`src/rtl/i2c_arb_pkg.sv`:
```
// ============================================================================
// Module  : i2c_arb_pkg
// Brief   : Shared types and field widths for the I2C bus arbiter.
// Revision: 1.0 - initial release
// ============================================================================
`default_nettype none

package i2c_arb_pkg;

    localparam int CHIP_ADDR_W = 7;
    localparam int REG_ADDR_W  = 8;
    localparam int DATA_W      = 8;

    localparam logic [2:0] I2C_ST_TIMEOUT = 3'b111;

    typedef enum logic [1:0] {
        s_idle    = 2'd0,
        s_issue   = 2'd1,
        s_wait    = 2'd2,
        s_release = 2'd3
    } arb_state_t;

    // Client index width; a single client still needs a 1-bit index.
    function automatic int idx_width(input int n);
        return (n > 1) ? $clog2(n) : 1;
    endfunction

endpackage

`default_nettype wire

```
`src/rtl/rr_pick.sv`:
```
// ============================================================================
// Module  : rr_pick
// Brief   : Combinational round-robin picker; search starts after last_served.
// Revision: 1.0 - initial release
// ============================================================================
`default_nettype none

module rr_pick #(
    parameter int NUM_REQ = 2,
    parameter int IDX_W   = 1
) (
    input  logic [NUM_REQ-1:0] req,
    input  logic [IDX_W-1:0]   last_served,
    output logic [NUM_REQ-1:0] winner,
    output logic [IDX_W-1:0]   winner_idx,
    output logic               valid
);

    int   w_j;
    logic w_found;

    always_comb begin
        winner     = '0;
        winner_idx = '0;
        w_found    = 1'b0;
        w_j        = 0;
        for (int k = 1; k <= NUM_REQ; k++) begin
            w_j = int'(last_served) + k;
            if (w_j >= NUM_REQ) w_j = w_j - NUM_REQ;
            if (!w_found && req[w_j]) begin
                w_found     = 1'b1;
                winner[w_j] = 1'b1;
                winner_idx  = IDX_W'(w_j);
            end
        end
        valid = w_found;
    end

endmodule

`default_nettype wire

```
`src/rtl/i2c_bus_arbiter.sv`:
```
// ============================================================================
// Module  : i2c_bus_arbiter
// Brief   : Round-robin sharing of one i2c_master among NUM_REQ clients.
//           Define I2C_ARB_TIMEOUT_EN to enable the s_wait watchdog.
// Revision: 1.0 - initial release
// ============================================================================
`default_nettype none

module i2c_bus_arbiter
    import i2c_arb_pkg::*;
#(
    parameter int NUM_REQ        = 2,
    parameter int TIMEOUT_CYCLES = 2000000
) (
    input  logic                           clk,
    input  logic                           reset,
    input  logic [NUM_REQ-1:0]             req,
    input  logic [NUM_REQ-1:0]             req_rw,
    input  logic [CHIP_ADDR_W*NUM_REQ-1:0] req_chip_addr,
    input  logic [REG_ADDR_W*NUM_REQ-1:0]  req_reg_addr,
    input  logic [DATA_W*NUM_REQ-1:0]      req_wdata,
    output logic [NUM_REQ-1:0]             grant,
    output logic [NUM_REQ-1:0]             req_done,
    output logic [DATA_W-1:0]              rdata,
    output logic [2:0]                     rstatus,
    output logic [CHIP_ADDR_W-1:0]         m_chip_addr,
    output logic [REG_ADDR_W-1:0]          m_reg_addr,
    output logic [DATA_W-1:0]              m_data_in,
    output logic                           m_write_en,
    output logic                           m_read_en,
    input  logic                           m_done,
    input  logic                           m_busy,
    input  logic [2:0]                     m_status,
    input  logic [DATA_W-1:0]              m_data_out
);

    localparam int IDX_W = idx_width(NUM_REQ);

    if (NUM_REQ < 1 || NUM_REQ > 8 || TIMEOUT_CYCLES < 1) begin : g_param_check
        $error("i2c_bus_arbiter: parameter out of range");
    end

    arb_state_t         r_state;
    arb_state_t         w_next;
    logic [IDX_W-1:0]   r_last;
    logic [IDX_W-1:0]   r_owner;
    logic               r_rw;
    logic [NUM_REQ-1:0] w_win;
    logic [IDX_W-1:0]   w_win_idx;
    logic               w_win_valid;
    logic               w_start;
    logic               w_finish;
    logic               w_timeout;

    rr_pick #(
        .NUM_REQ (NUM_REQ),
        .IDX_W   (IDX_W)
    ) u_rr_pick (
        .req         (req),
        .last_served (r_last),
        .winner      (w_win),
        .winner_idx  (w_win_idx),
        .valid       (w_win_valid)
    );

`ifdef I2C_ARB_TIMEOUT_EN
    localparam int TO_W = $clog2(TIMEOUT_CYCLES + 1);
    logic [TO_W-1:0] r_to_cnt;

    always_ff @(posedge clk or negedge reset) begin
        if (!reset) begin
            r_to_cnt <= '0;
        end else if (r_state == s_wait) begin
            r_to_cnt <= r_to_cnt + 1'b1;
        end else begin
            r_to_cnt <= '0;
        end
    end

    assign w_timeout = (r_state == s_wait) && !m_done &&
                       (r_to_cnt == TO_W'(TIMEOUT_CYCLES));
`else
    assign w_timeout = 1'b0;
`endif

    assign w_start  = (r_state == s_idle) && !m_busy && w_win_valid;
    assign w_finish = (r_state == s_wait) && (m_done || w_timeout);

    always_ff @(posedge clk or negedge reset) begin
        if (!reset) r_state <= s_idle;
        else        r_state <= w_next;
    end

    always_comb begin
        w_next = r_state;
        case (r_state)
            s_idle:    if (w_start)  w_next = s_issue;
            s_issue:                 w_next = s_wait;
            s_wait:    if (w_finish) w_next = s_release;
            s_release:               w_next = s_idle;
            default:                 w_next = s_idle;
        endcase
    end

    // Operands are latched only at grant, so client-side changes after that are invisible.
    always_ff @(posedge clk or negedge reset) begin
        if (!reset) begin
            grant       <= '0;
            req_done    <= '0;
            rdata       <= '0;
            rstatus     <= '0;
            m_chip_addr <= '0;
            m_reg_addr  <= '0;
            m_data_in   <= '0;
            m_write_en  <= 1'b0;
            m_read_en   <= 1'b0;
            r_rw        <= 1'b0;
            r_owner     <= '0;
            r_last      <= IDX_W'(NUM_REQ - 1);
        end else begin
            m_write_en <= 1'b0;
            m_read_en  <= 1'b0;
            req_done   <= '0;
            if (w_start) begin
                grant       <= w_win;
                r_owner     <= w_win_idx;
                r_rw        <= req_rw[w_win_idx];
                m_chip_addr <= req_chip_addr[w_win_idx*CHIP_ADDR_W +: CHIP_ADDR_W];
                m_reg_addr  <= req_reg_addr[w_win_idx*REG_ADDR_W +: REG_ADDR_W];
                m_data_in   <= req_wdata[w_win_idx*DATA_W +: DATA_W];
            end
            if (r_state == s_issue) begin
                m_write_en <= !r_rw;
                m_read_en  <= r_rw;
            end
            if (w_finish) begin
                req_done <= grant;
                if (m_done) begin
                    rdata   <= m_data_out;
                    rstatus <= m_status;
                end else begin
                    rdata   <= '0;
                    rstatus <= I2C_ST_TIMEOUT;
                end
            end
            if (r_state == s_release) begin
                grant  <= '0;
                r_last <= r_owner;
            end
        end
    end

endmodule

`default_nettype wire

```
`config.mk`:
```
export PLATFORM = sky130hd
export DESIGN_NAME = i2c_bus_arbiter
export DESIGN_NICKNAME = d
export VERILOG_FILES = /design/src/rtl/i2c_arb_pkg.sv /design/src/rtl/rr_pick.sv /design/src/rtl/i2c_bus_arbiter.sv
export SDC_FILE = /design/constraint.sdc
export NUM_CORES = 1
export LEC_CHECK = 0
export ABC_AREA = 1
export CAP_MARGIN = 25
export CORE_MARGIN = 2
export CORE_UTILIZATION = 44
export CTS_CLUSTER_DIAMETER = 200
export CTS_CLUSTER_SIZE = 16
export DETAILED_ROUTE_END_ITERATION = 10
export MAX_ROUTING_LAYER = met4
export PLACE_DENSITY_LB_ADDON = 0.2
export SETUP_SLACK_MARGIN = 0.1
export SYNTH_ARGS = -nofsm -noshare
export SYNTH_HDL_FRONTEND = slang
export SYNTH_HIERARCHICAL = 1
export SYNTH_SLANG_ARGS = --single-unit
```
`constraint.sdc`:
```
create_clock -name clk -period 3.5 [get_ports clk]
set_input_delay 0.7 -clock clk [delete_from_list [all_inputs] [get_ports clk]]
set_output_delay 0.7 -clock clk [all_outputs]
set_load 0.02 [all_outputs]
```
# Word level (Yosys, flattened, before mapping)
# Index checks and enable logic that the tools add are counted.
dict set report totals {
  reg_bits 45
  inputBits 65
}
dict set report classes {
  n_addsub 4
  n_mul 1
  order_cmp 7
  n_eq_ne 5
  shift 3
  n_mux 30
  bitwise 1
  reduce_logical 12
}
# cell n
set ops {}
lappend ops {{$ge A32 B1 Y1 const B} 2}
lappend ops {{$ge A32 B3 Y1 const B} 2}
lappend ops {{$lt A32 B3 Y1 const B} 2}
lappend ops {{$mux W32} 2}
lappend ops {{$sub A32 B3 Y32 const B} 2}
lappend ops {{$shiftx A16 B5 Y8} 2}
lappend ops {{$mux W1} 16}
lappend ops {{$mux W2} 7}
lappend ops {{$shiftx A14 B5 Y7} 1}
lappend ops {{$mux W8} 1}
lappend ops {{$pmux W2 S4} 1}
lappend ops {{$logic_and A1 B1 Y1} 6}
lappend ops {{$eq A2 B2 Y1 const B} 2}
lappend ops {{$mul A1 B3 Y4 const B} 1}
lappend ops {{$ne A2 B2 Y1 const B} 2}
lappend ops {{$add A1 B2 Y3 const B} 1}
lappend ops {{$logic_not A1 Y1} 3}
lappend ops {{$mux W3} 1}
lappend ops {{$add A1 B1 Y2 const B} 1}
lappend ops {{$demux W1 S1} 2}
lappend ops {{$eq A2 B1 Y1 const B} 1}
lappend ops {{$logic_not A2 Y1} 1}
lappend ops {{$lt A1 B2 Y1 const B} 1}
lappend ops {{$or A2 B2 Y2} 1}
lappend ops {{other kinds (2)} 2}

# Depth between registers and ports, before layout
# Gate-level depths: netlist of run 1.
dict set report logic_depth {
  depth_word 13
  depth_mapped 9
  mapped_depth_nobuf 7
}

# Modules after synthesis
# Netlist of run 1, hierarchy kept.
# module n_inst cells_each area_per_inst_um2 seq_area_each_um2
set modules_own_cells {}
lappend modules_own_cells {i2c_bus_arbiter 1 277 2120.8 1127.3}
lappend modules_own_cells {rr_pick 1 7 30.0 0.0}

# Worst setup path before layout of run 1
# No wires, ideal clock.
dict set report synth_timing {
  kind {input port to flip-flop}
  startpoint {input req[1]}
  endpoint {register m_chip_addr[0]}
  setup_ns 0.116
  arrival_time_ns 1.358
  t_required_ns 3.384
  path_slack_ns 2.025
  stages 9
  path_buffers 2
  path_cell_list {inv_1 > a21oi_1 > buf_2 > inv_2 > buf_6 > nand2_1 > nand2_1 > nand2_1 > nand2_1}
}
dict set report synth_between {
  elab_chain_len 9
  elab_cells_between_ends 15
  cone_classes {1 x mul; 1 x shift; 10 x mux; 3 x reduce/logical}
}
# item line_no
set synth_rtl {}
lappend synth_rtl {{start, declared} i2c_bus_arbiter.sv:17} ;# input logic [NUM_REQ-1:0] req,
lappend synth_rtl {{$mux W1 (not written as such) (3 in a row)} rr_pick.sv:30} ;# if (!w_found && req[w_j]) begin
lappend synth_rtl {{$mux W1} rr_pick.sv:30}
lappend synth_rtl {{$logic_not A1 Y1} rr_pick.sv:30}
lappend synth_rtl {{$logic_and A1 B1 Y1} rr_pick.sv:30}
lappend synth_rtl {{$mux W1 (*)} rr_pick.sv:30}
lappend synth_rtl {{via w_win_idx} i2c_bus_arbiter.sv:49} ;# logic [IDX_W-1:0] w_win_idx;
lappend synth_rtl {{$mul A1 B3 Y4 (*)} i2c_bus_arbiter.sv:128} ;# m_chip_addr <= req_chip_addr[w_win_idx*CHIP_ADDR_W +: CHIP_ADDR_W];
lappend synth_rtl {{$shiftx A14 B5 Y7 (*)} i2c_bus_arbiter.sv:128}
lappend synth_rtl {{end signal, assigned} i2c_bus_arbiter.sv:128}
lappend synth_rtl {{end, declared} i2c_bus_arbiter.sv:26} ;# output logic [CHIP_ADDR_W-1:0] m_chip_addr,
# The timed path passes the listed nets; every way through them passes the cells marked *. The select of a mux whose other input is x is not followed.
# A chain may end at the register's enable or synchronous reset.

# Final worst setup path of run 1
dict set report layout_timing {
  startpoint {input req[1]}
  endpoint {register m_data_in[2]}
}
dict set report layout_between {
  elab_chain_len 8
  elab_cells_between_ends 14
  cone_classes {1 x shift; 10 x mux; 3 x reduce/logical}
}
# item line_no
set layout_rtl {}
lappend layout_rtl {{$mux W1 (not written as such) (3 in a row)} rr_pick.sv:30}
lappend layout_rtl {{$mux W1} rr_pick.sv:30}
lappend layout_rtl {{$logic_not A1 Y1} rr_pick.sv:30}
lappend layout_rtl {{$logic_and A1 B1 Y1} rr_pick.sv:30}
lappend layout_rtl {{$mux W1 (*)} rr_pick.sv:30}
lappend layout_rtl {{via w_win_idx} i2c_bus_arbiter.sv:49}
lappend layout_rtl {{$shiftx A16 B5 Y8 (*)} i2c_bus_arbiter.sv:130} ;# m_data_in <= req_wdata[w_win_idx*DATA_W +: DATA_W];
lappend layout_rtl {{end signal, assigned} i2c_bus_arbiter.sv:130}
lappend layout_rtl {{end, declared} i2c_bus_arbiter.sv:28} ;# output logic [DATA_W-1:0] m_data_in,
# Marked as above.

==> impl_metrics.json, run 1 <==
{
  "outcome": "completed",
  "rsz0062_at_grt": "no",
  "initial_core_util_pct": 45.5,
  "antenna_found_initial": 0,
  "post-cts-setup-buffer-count": 0,
  "pin_count": 105,
  "cts.sinks": 45,
  "fin_skew_ns": 0.0106,
  "worst_pin_slew_ns": 0.600,
  "layout-drive-gt1-share_pct": 4.40,
  "clockBufferDepth": 2,
  "synth.ff_latch_count": 45,
  "regArea_um2": 1130,
  "dr.pass1.iters": 5,
  "p_leak_nw": 1.71,
  "grt_pass1_wl_um": 9290,
  "die_x_um": 73.9,
  "fmaxAchievable_mhz": 485,
  "grt_pass1_vias": 2053,
  "cts.repair.resized": 0,
  "synth_nets": 353,
  "hold_path.class": "primary input to asynchronous set/reset pin",
  "postSynthCellCount": 284,
  "setup_slack_ns": 1.44,
  "port_buffers": 104,
  "fp.dieArea_um2": 5460,
  "finalWeightedCongestion": 0.860,
  "power_density_nw_per_um2": 754,
  "cp_max_fo": 25,
  "crit_arrival_ns": 2.25,
  "min_period_ns": 2.06,
  "vias": 2103,
  "end_kind": "flip-flop",
  "rows": 25,
  "grt_max_degree": 46,
  "hold_buffers": 0,
  "yosys_warnings": 6,
  "clock-root-buffer": "clkbuf_8",
  "drc_errors": 0,
  "route.antenna.remaining_nets": 0,
  "antenna-diode-count": 0,
  "area_growth_pct": 54.7,
  "synth_area_per_cell_um2": 7.57,
  "die_h_um": 73.9,
  "cp_data_required_time_ns": 3.69,
  "finalMaxSlewViolations": 0,
  "slew_headroom_pct": 59.9,
  "wl_per_cell_um": 12.8,
  "setup_viol": 0,
  "nFillCells": 373,
  "h-tree-depth": 2,
  "layout.nets": 454,
  "syn_area_um2": 2150,
  "grtUsageTotal_pct": 22.9,
  "cp-start-kind": "primary input",
  "coreArea_um2": 4720,
  "cap_violations": 0,
  "dp_hpwl_um": 4020,
  "cts_tree": "done",
  "multiInputGateArea_um2": 885,
  "tns_ns": 0,
  "drt_iter0_drc": 121,
  "yosysSeqAreaShare_pct": 52.4,
  "vias_per_cell": 4.64,
  "layout_common_cells": "nand2_1, clkdlybuf4s50_1, dfrtp_1",
  "layout_commonest_cell": "nand2_1",
  "wirelength_um": 5800,
  "path_class": "primary input to flip-flop",
  "clk_pin_slew_worst_paths_ns": 0.09,
  "grt-ovfl-total": 0,
  "post-route-util_pct": 70.5,
  "fin_crit_sh_pct": 58.9,
  "clk_latency_ns": 0.30,
  "numCtsBuffers": 5,
  "hold_viol": 0,
  "ys_types": 18,
  "place_ws_ns": 1.11,
  "reg2regPathDepth": 5,
  "vdd_drop_max_mv": 0.430
}
-- through the flow --
| step | total power [mW] | hold slack, ns | std cells | instance area [um2] |
|---|---|---|---|---|
| after floorplan | 1.54 | 0.404 | 284 | 2150 |
| after global placement | 2.08 | 0.442 | 444 | 3190 |
| after detailed placement | 2.11 | 0.458 | 444 | 3190 |
| after CTS | 2.53 | 0.481 | 452 | 3310 |
| after global routing | 2.68 | 0.256 | 453 | 3330 |
| final | 2.51 | 0.246 | 453 | 3330 |
-- layer usage --
layer	part of all wire (%)	global-route usage, %	vias up
li1	-	-	1055
met1	44	27.8	970
met2	50	39.4	74
met3	6.1	5.49	4
met4	0.48	3.84	0
met5	0	-	-
-- synthesized netlist by cell type, drive strengths merged --
cell type / n / area [um2]
dfstp: 1 / 26.3
inv: 14 / 52.6
nor2: 4 / 22.5
dfrtp: 44 / 1100
nand3: 16 / 85.1
o21ai: 4 / 20.0
nand2: 181 / 682
buf: 12 / 90.1
a21oi: 3 / 15.0
or2: 1 / 6.26
ha: 4 / 50.1
-- report_power, final --
| group | internal (mW) | total, mW | switching (mW) |
|---|---|---|---|
| Combinational | 0.556 | 1.22 | 0.666 |
| Clock | 0.233 | 0.407 | 0.174 |
| Sequential | 0.747 | 0.880 | 0.133 |
-- final timing paths --
| path | start | endpoint | slack, ns |
|---|---|---|---|
| max in group asynchronous | reset | r_last | 2.73 |
| hold / removal | reset | m_reg_addr[0] | 0.25 |
| setup reg to reg | r_state[0] | rdata[4] | 1.77 |
| min in group clk | rdata[7] | rdata[7] | 0.48 |
| setup / recovery | req[1] | m_data_in[2] | 1.44 |
| hold reg to reg | rdata[7] | rdata[7] | 0.48 |
-- kinds of logic (layout without fill, tap and decap cells) --
kind of cell	after synthesis	after routing	share of synthesized area [%]
compound gates	7	7	1.63
fa+ha+maj	4	4	2.33
buf+inv	26	128	6.63
flops	45	45	52.4
simple gates	202	202	37.0
-- flip-flops by register name, indices dropped and copies added (netlist names) --
name         flops
rstatus          3
m_chip_addr      7
m_read_en        1
r_state          2
m_write_en       1
req_done         2
r_rw             1
r_owner          1
r_last           1
grant            2
m_reg_addr       8
rdata            8
m_data_in        8
-- area by class of cell --
| cell class | instances | area share [%] |
|---|---|---|
| multi-input cells | 213 | 26.6 |
| flip-flops and latches | 45 | 33.9 |
| repair buffers | 106 | 32.0 |
| clock inverters | 1 | 0.902 |
| well taps | 67 | 2.52 |
| clock buffers | 7 | 2.59 |
| inverters | 14 | 1.58 |
-- worst max-delay path: stages --
cell and delay [ns]:
clkdlybuf4s50_1 0.47, inv_1 0.07, a21oi_2 0.37, inv_2 0.32, nand2_1 0.14, nand2_1 0.06
nand2_1 0.05, nand2_1 0.05
No activity file was read; power rests on OpenSTA's default activity.
==> run 2, diff against run 1 <==
- CORE_UTILIZATION: 44 -> 40
- clock period: 3.5 -> 1.99 ns (I/O delays scaled with it)
==> run 2 against run 1 <==
Critical endpoint is now grant[1]. Critical path type is now flip-flop to output port. Critical path depth decreased by 7. Largest cell class unchanged. Non-clock buffer count increased by 5. Global-route usage decreased by 1.6 points. Clock power increased by 37%. Largest power group unchanged. Power increased by 70%.
==> impl_metrics.json, run 2 (synthesized netlist as in run 1, its figures left out) <==
{
  "layout-drive-gt1-share_pct": 5.38,
  "grt_pass1_wl_um": 9800,
  "clk_pin_slew_worst_paths_ns": 0.08,
  "grtUsageTotal_pct": 21.3,
  "vias_per_cell": 4.59,
  "path_class": "flip-flop to output port",
  "fin_crit_sh_pct": 84.4,
  "tns_ns": 0,
  "initial_core_util_pct": 41.8,
  "fp.dieArea_um2": 5980,
  "p_leak_nw": 1.72,
  "cts_tree": "done",
  "layout_commonest_cell": "nand2_1",
  "port_buffers": 104,
  "fin_hold_ws_ns": 0.106,
  "cp_data_required_time_ns": 1.59,
  "die_x_um": 77.3,
  "vdd_drop_max_mv": 0.737,
  "fmaxAchievable_mhz": 596,
  "min_period_ns": 1.68,
  "slew_headroom_pct": 60.6,
  "crit_arrival_ns": 1.28,
  "grt_max_degree": 27,
  "rsz0062_at_grt": "no",
  "fin_skew_ns": 0.00336,
  "nFillCells": 465,
  "outcome": "completed",
  "drt_iter0_drc": 106,
  "crit_slowest_cell": "clkdlybuf4s50_1",
  "wirelength_um": 5580,
  "fin_cells": 460,
  "vias": 2113,
  "path_cells": "clkdlybuf4s50_1",
  "hold_viol": 0,
  "cp_max_fo": 2,
  "end_kind": "output port",
  "cap_violations": 0,
  "hold_path.class": "primary input to asynchronous set/reset pin",
  "numCtsBuffers": 5,
  "clockBufferDepth": 2,
  "h-tree-depth": 2,
  "top_regs": "m_data_in: 8 flops, m_reg_addr: 8 flops, rdata: 8 flops",
  "critical_path.top_delay_family": "buffers and inverters",
  "coreArea_um2": 5140,
  "route.antenna.remaining_nets": 0,
  "hold_buffers": 0,
  "grt_pass1_vias": 2146,
  "power_density_nw_per_um2": 1280,
  "dp_cells": 453,
  "layout.nets": 459,
  "area_growth_pct": 55.3,
  "cp-start-kind": "flip-flop",
  "post-route-util_pct": 65.0,
  "worst_pin_slew_ns": 0.592,
  "clk_latency_ns": 0.29,
  "post-cts-setup-buffer-count": 0,
  "drc_errors": 0,
  "slowest_delay_ns": 0.64,
  "clock-root-buffer": "clkbuf_8",
  "antenna-diode-count": 0,
  "layout_common_cells": "nand2_1, clkdlybuf4s50_1, dfrtp_1",
  "finalWeightedCongestion": 0.750,
  "grt-ovfl-total": 0,
  "dr.pass1.iters": 4,
  "finalMaxSlewViolations": 0,
  "path_buf_inv": 1,
  "wl_per_cell_um": 12.1,
  "antenna_found_initial": 0,
  "cts.sinks": 45,
  "die_h_um": 77.3,
  "rows": 26,
  "multiInputGateArea_um2": 885,
  "pin_count": 105,
  "cts.repair.resized": 0,
  "setup_viol": 0,
  "dp_hpwl_um": 4200,
  "regArea_um2": 1130
}
run 2: cell types whose count changed in the layout (fill, tap and decap cells not counted), sizes merged:
cell,change
bufinv,-1
buf,+5
run 2: area by class of cell:
cell class,instances,share of cell area (%)
clock buffers,7,2.59
well taps,70,2.62
flip-flops and latches,45,33.8
inverters,14,1.57
multi-input cells,213,26.5
repair buffers,111,33.0
run 2: stage by stage:
step	setup WS [ns]	area [um2]	power (mW)
finish	0.311	3340	4.27
global route	0.250	3340	4.61
CTS	0.297	3340	4.34
detailed placement	0.211	3250	3.77
global placement	0.253	3250	3.71
floorplan	0.755	2150	2.71
run 2: path summary, 6_finish.rpt:
path	startpoint	cells after the start	end	slack, ns
max in group asynchronous	reset	2	rdata[6]	1.36
hold reg to reg	r_rw	1	m_write_en	0.48
hold / removal	reset	1	m_data_in[5]	0.11
min in group clk	r_rw	1	m_write_en	0.48
setup reg to reg	r_state[0]	5	rdata[5]	0.48
setup / recovery	grant[1]	1	grant[1]	0.31
run 2: per-layer routing:
layer	up-vias	track usage, %	wire length [um]
met5	-	-	0
met2	64	36.5	2820
li1	1068	-	-
met3	4	5.23	301
met1	977	24.9	2390
met4	0	6.07	59
run 2: power by group:
group | internal, mW | leakage, nW | switching, mW | total (mW)
Combinational | 1.01 | 1.11 | 1.18 | 2.19
Clock | 0.276 | 0.0443 | 0.281 | 0.557
Sequential | 1.31 | 0.570 | 0.215 | 1.53
Total | 2.60 | 1.72 | 1.68 | 4.27
==> run 3, diff against run 2 <==
- clock period: 1.99 -> 1.7 ns (I/O delays scaled with it)
==> run 3 against run 2 <==
Cell count is 0.43% higher. Largest power group unchanged. Worst setup slack got worse by 0.18 ns. Cell area grew 1.4%. Non-clock buffer count grew 1. Largest cell class is now buffers.
==> impl_metrics.json, run 3 (synthesized netlist as in run 1, its figures left out) <==
{
  "hold_viol": 0,
  "route.antenna.remaining_nets": 0,
  "grt-ovfl-total": 0,
  "fp.dieArea_um2": 5980,
  "path_cells": "clkdlybuf4s50_1",
  "drt_iter0_drc": 88,
  "clockBufferDepth": 2,
  "drc_errors": 0,
  "outcome": "completed",
  "vias": 2066,
  "fin_cells": 462,
  "cp_max_fo": 2,
  "cp.depth": 1,
  "fin_crit_sh_pct": 92.3,
  "rsz0062_at_grt": "no",
  "cts.sinks": 45,
  "rows": 26,
  "area_growth_pct": 57.5,
  "hold_buffers": 0,
  "clk_pin_slew_worst_paths_ns": 0.09,
  "worst_pin_slew_ns": 0.510,
  "path_class": "flip-flop to output port",
  "crit_arrival_ns": 1.23,
  "r2r_slack_ns": 0.31,
  "end_kind": "output port",
  "top_regs": "m_data_in: 8 flops, m_reg_addr: 8 flops, rdata: 8 flops",
  "die_h_um": 77.3,
  "coreArea_um2": 5140,
  "layout_commonest_cell": "nand2_1",
  "numCtsBuffers": 5,
  "cp-start-kind": "flip-flop",
  "slowest_delay_ns": 0.60,
  "clock-root-buffer": "clkbuf_8",
  "finalWeightedCongestion": 0.845,
  "grtUsageTotal_pct": 20.2,
  "critical_path.top_delay_family": "buffers and inverters",
  "finalMaxSlewViolations": 0,
  "grt_pass1_vias": 1966,
  "netSwitchingFraction_pct": 41.0,
  "r2r-start": "r_state[0]",
  "dp_hpwl_um": 4250,
  "h-tree-depth": 2,
  "min_period_ns": 1.57,
  "r2r_end": "rdata[2]",
  "p_switching_mw": 1.99,
  "post-route-util_pct": 65.9,
  "layout.nets": 460,
  "layout-drive-gt1-share_pct": 6.63,
  "antenna_found_initial": 0,
  "stdcell_area_um2": 3390,
  "grt_max_degree": 26,
  "crit_slowest_cell": "clkdlybuf4s50_1",
  "port_buffers": 104,
  "placed_area_um2": 3290,
  "dr.pass1.iters": 4,
  "p_leak_nw": 2.00,
  "slew_headroom_pct": 66.0,
  "clock_power_share_pct": 14.0,
  "vias_per_cell": 4.47,
  "p_int_mw": 2.86,
  "power_density_nw_per_um2": 1430,
  "cap_violations": 0,
  "layout_common_cells": "nand2_1, clkdlybuf4s50_1, dfrtp_1",
  "nFillCells": 482,
  "initial_core_util_pct": 41.8,
  "wl_per_cell_um": 12.3,
  "fmaxAchievable_mhz": 638,
  "reg2regPathDepth": 5,
  "hold_path.class": "primary input to asynchronous set/reset pin",
  "die_x_um": 77.3,
  "wirelength_um": 5670,
  "power_mw": 4.85,
  "dp_cells": 454,
  "setup_viol": 0,
  "fin_hold_ws_ns": 0.00522,
  "grt_pass1_wl_um": 9580,
  "antenna-diode-count": 0,
  "fin_skew_ns": 0.0116,
  "clk_latency_ns": 0.29,
  "pwr-share-comb_pct": 49.3,
  "post-cts-setup-buffer-count": 0,
  "vdd_drop_max_mv": 0.828,
  "cp_data_required_time_ns": 1.36,
  "path_buf_inv": 1,
  "cts_tree": "done",
  "pin_count": 105,
  "seqPwrFrac_pct": 36.7
}
run 3: cell types whose count changed in the layout (fill, tap and decap cells not counted), sizes merged:
cell / delta
dlygate4sd2: +26
clkdlybuf4s50: -39
clkinv: +2
clkbuf: -1
buf: +1
dlymetal6s2s: +13
run 3: layer usage:
| layer | share of wire [%] | track usage, % |
|---|---|---|
| met5 | 0 | - |
| met3 | 5.3 | 4.42 |
| met4 | 1.5 | 4.46 |
| met1 | 46 | 26.8 |
| met2 | 47 | 32.3 |
run 3: worst max path at each step:
stage / end / slack (ns) / startpoint
2_1_floorplan: m_chip_addr[0] / 0.46 / r_state[0]
4_1_cts: grant[0] / 0.10 / grant[0]
3_3_place_gp: m_data_in[6] / 0.03 / req[1]
3_5_place_dp: m_data_in[6] / -0.001 / req[1]
6_report: m_reg_addr[3] / 0.13 / m_reg_addr[3]
5_1_grt: m_reg_addr[3] / 0.10 / m_reg_addr[3]
run 3: repair_timing:
item / 4_1_cts / 5_1_grt
endpoints found under the setup margin: 39 / 26
resized for setup: 27 / 14
hold endpoints to repair: 0 / 0
cloned: 0 / 0
run 3: layout make-up:
class / count / area (um2) / area share, %
multi-input cells: 213 / 890 / 26.3
repair buffers: 112 / 1130 / 33.5
flip-flops and latches: 45 / 1130 / 33.3
inverters: 14 / 52.6 / 1.55
clock buffers: 6 / 82.6 / 2.44
clock inverters: 2 / 13.8 / 0.406
well taps: 70 / 87.6 / 2.59
run 3: power by group through the flow:
stage | logic, mW | clock network (mW) | registers (mW)
2_1_floorplan | 0.883 | 0 | 2.29
3_3_place_gp | 2.58 | 0 | 1.80
3_5_place_dp | 2.62 | 0 | 1.81
4_1_cts | 2.44 | 0.697 | 1.78
5_1_grt | 2.64 | 0.745 | 1.84
6_report | 2.39 | 0.680 | 1.78
run 3: stage by stage:
step                setup TNS, ns  setup slack [ns]
global route                    0             0.101
finish                          0             0.132
floorplan                       0             0.465
CTS                             0             0.100
detailed placement       -0.00118          -0.00118
global placement                0            0.0342
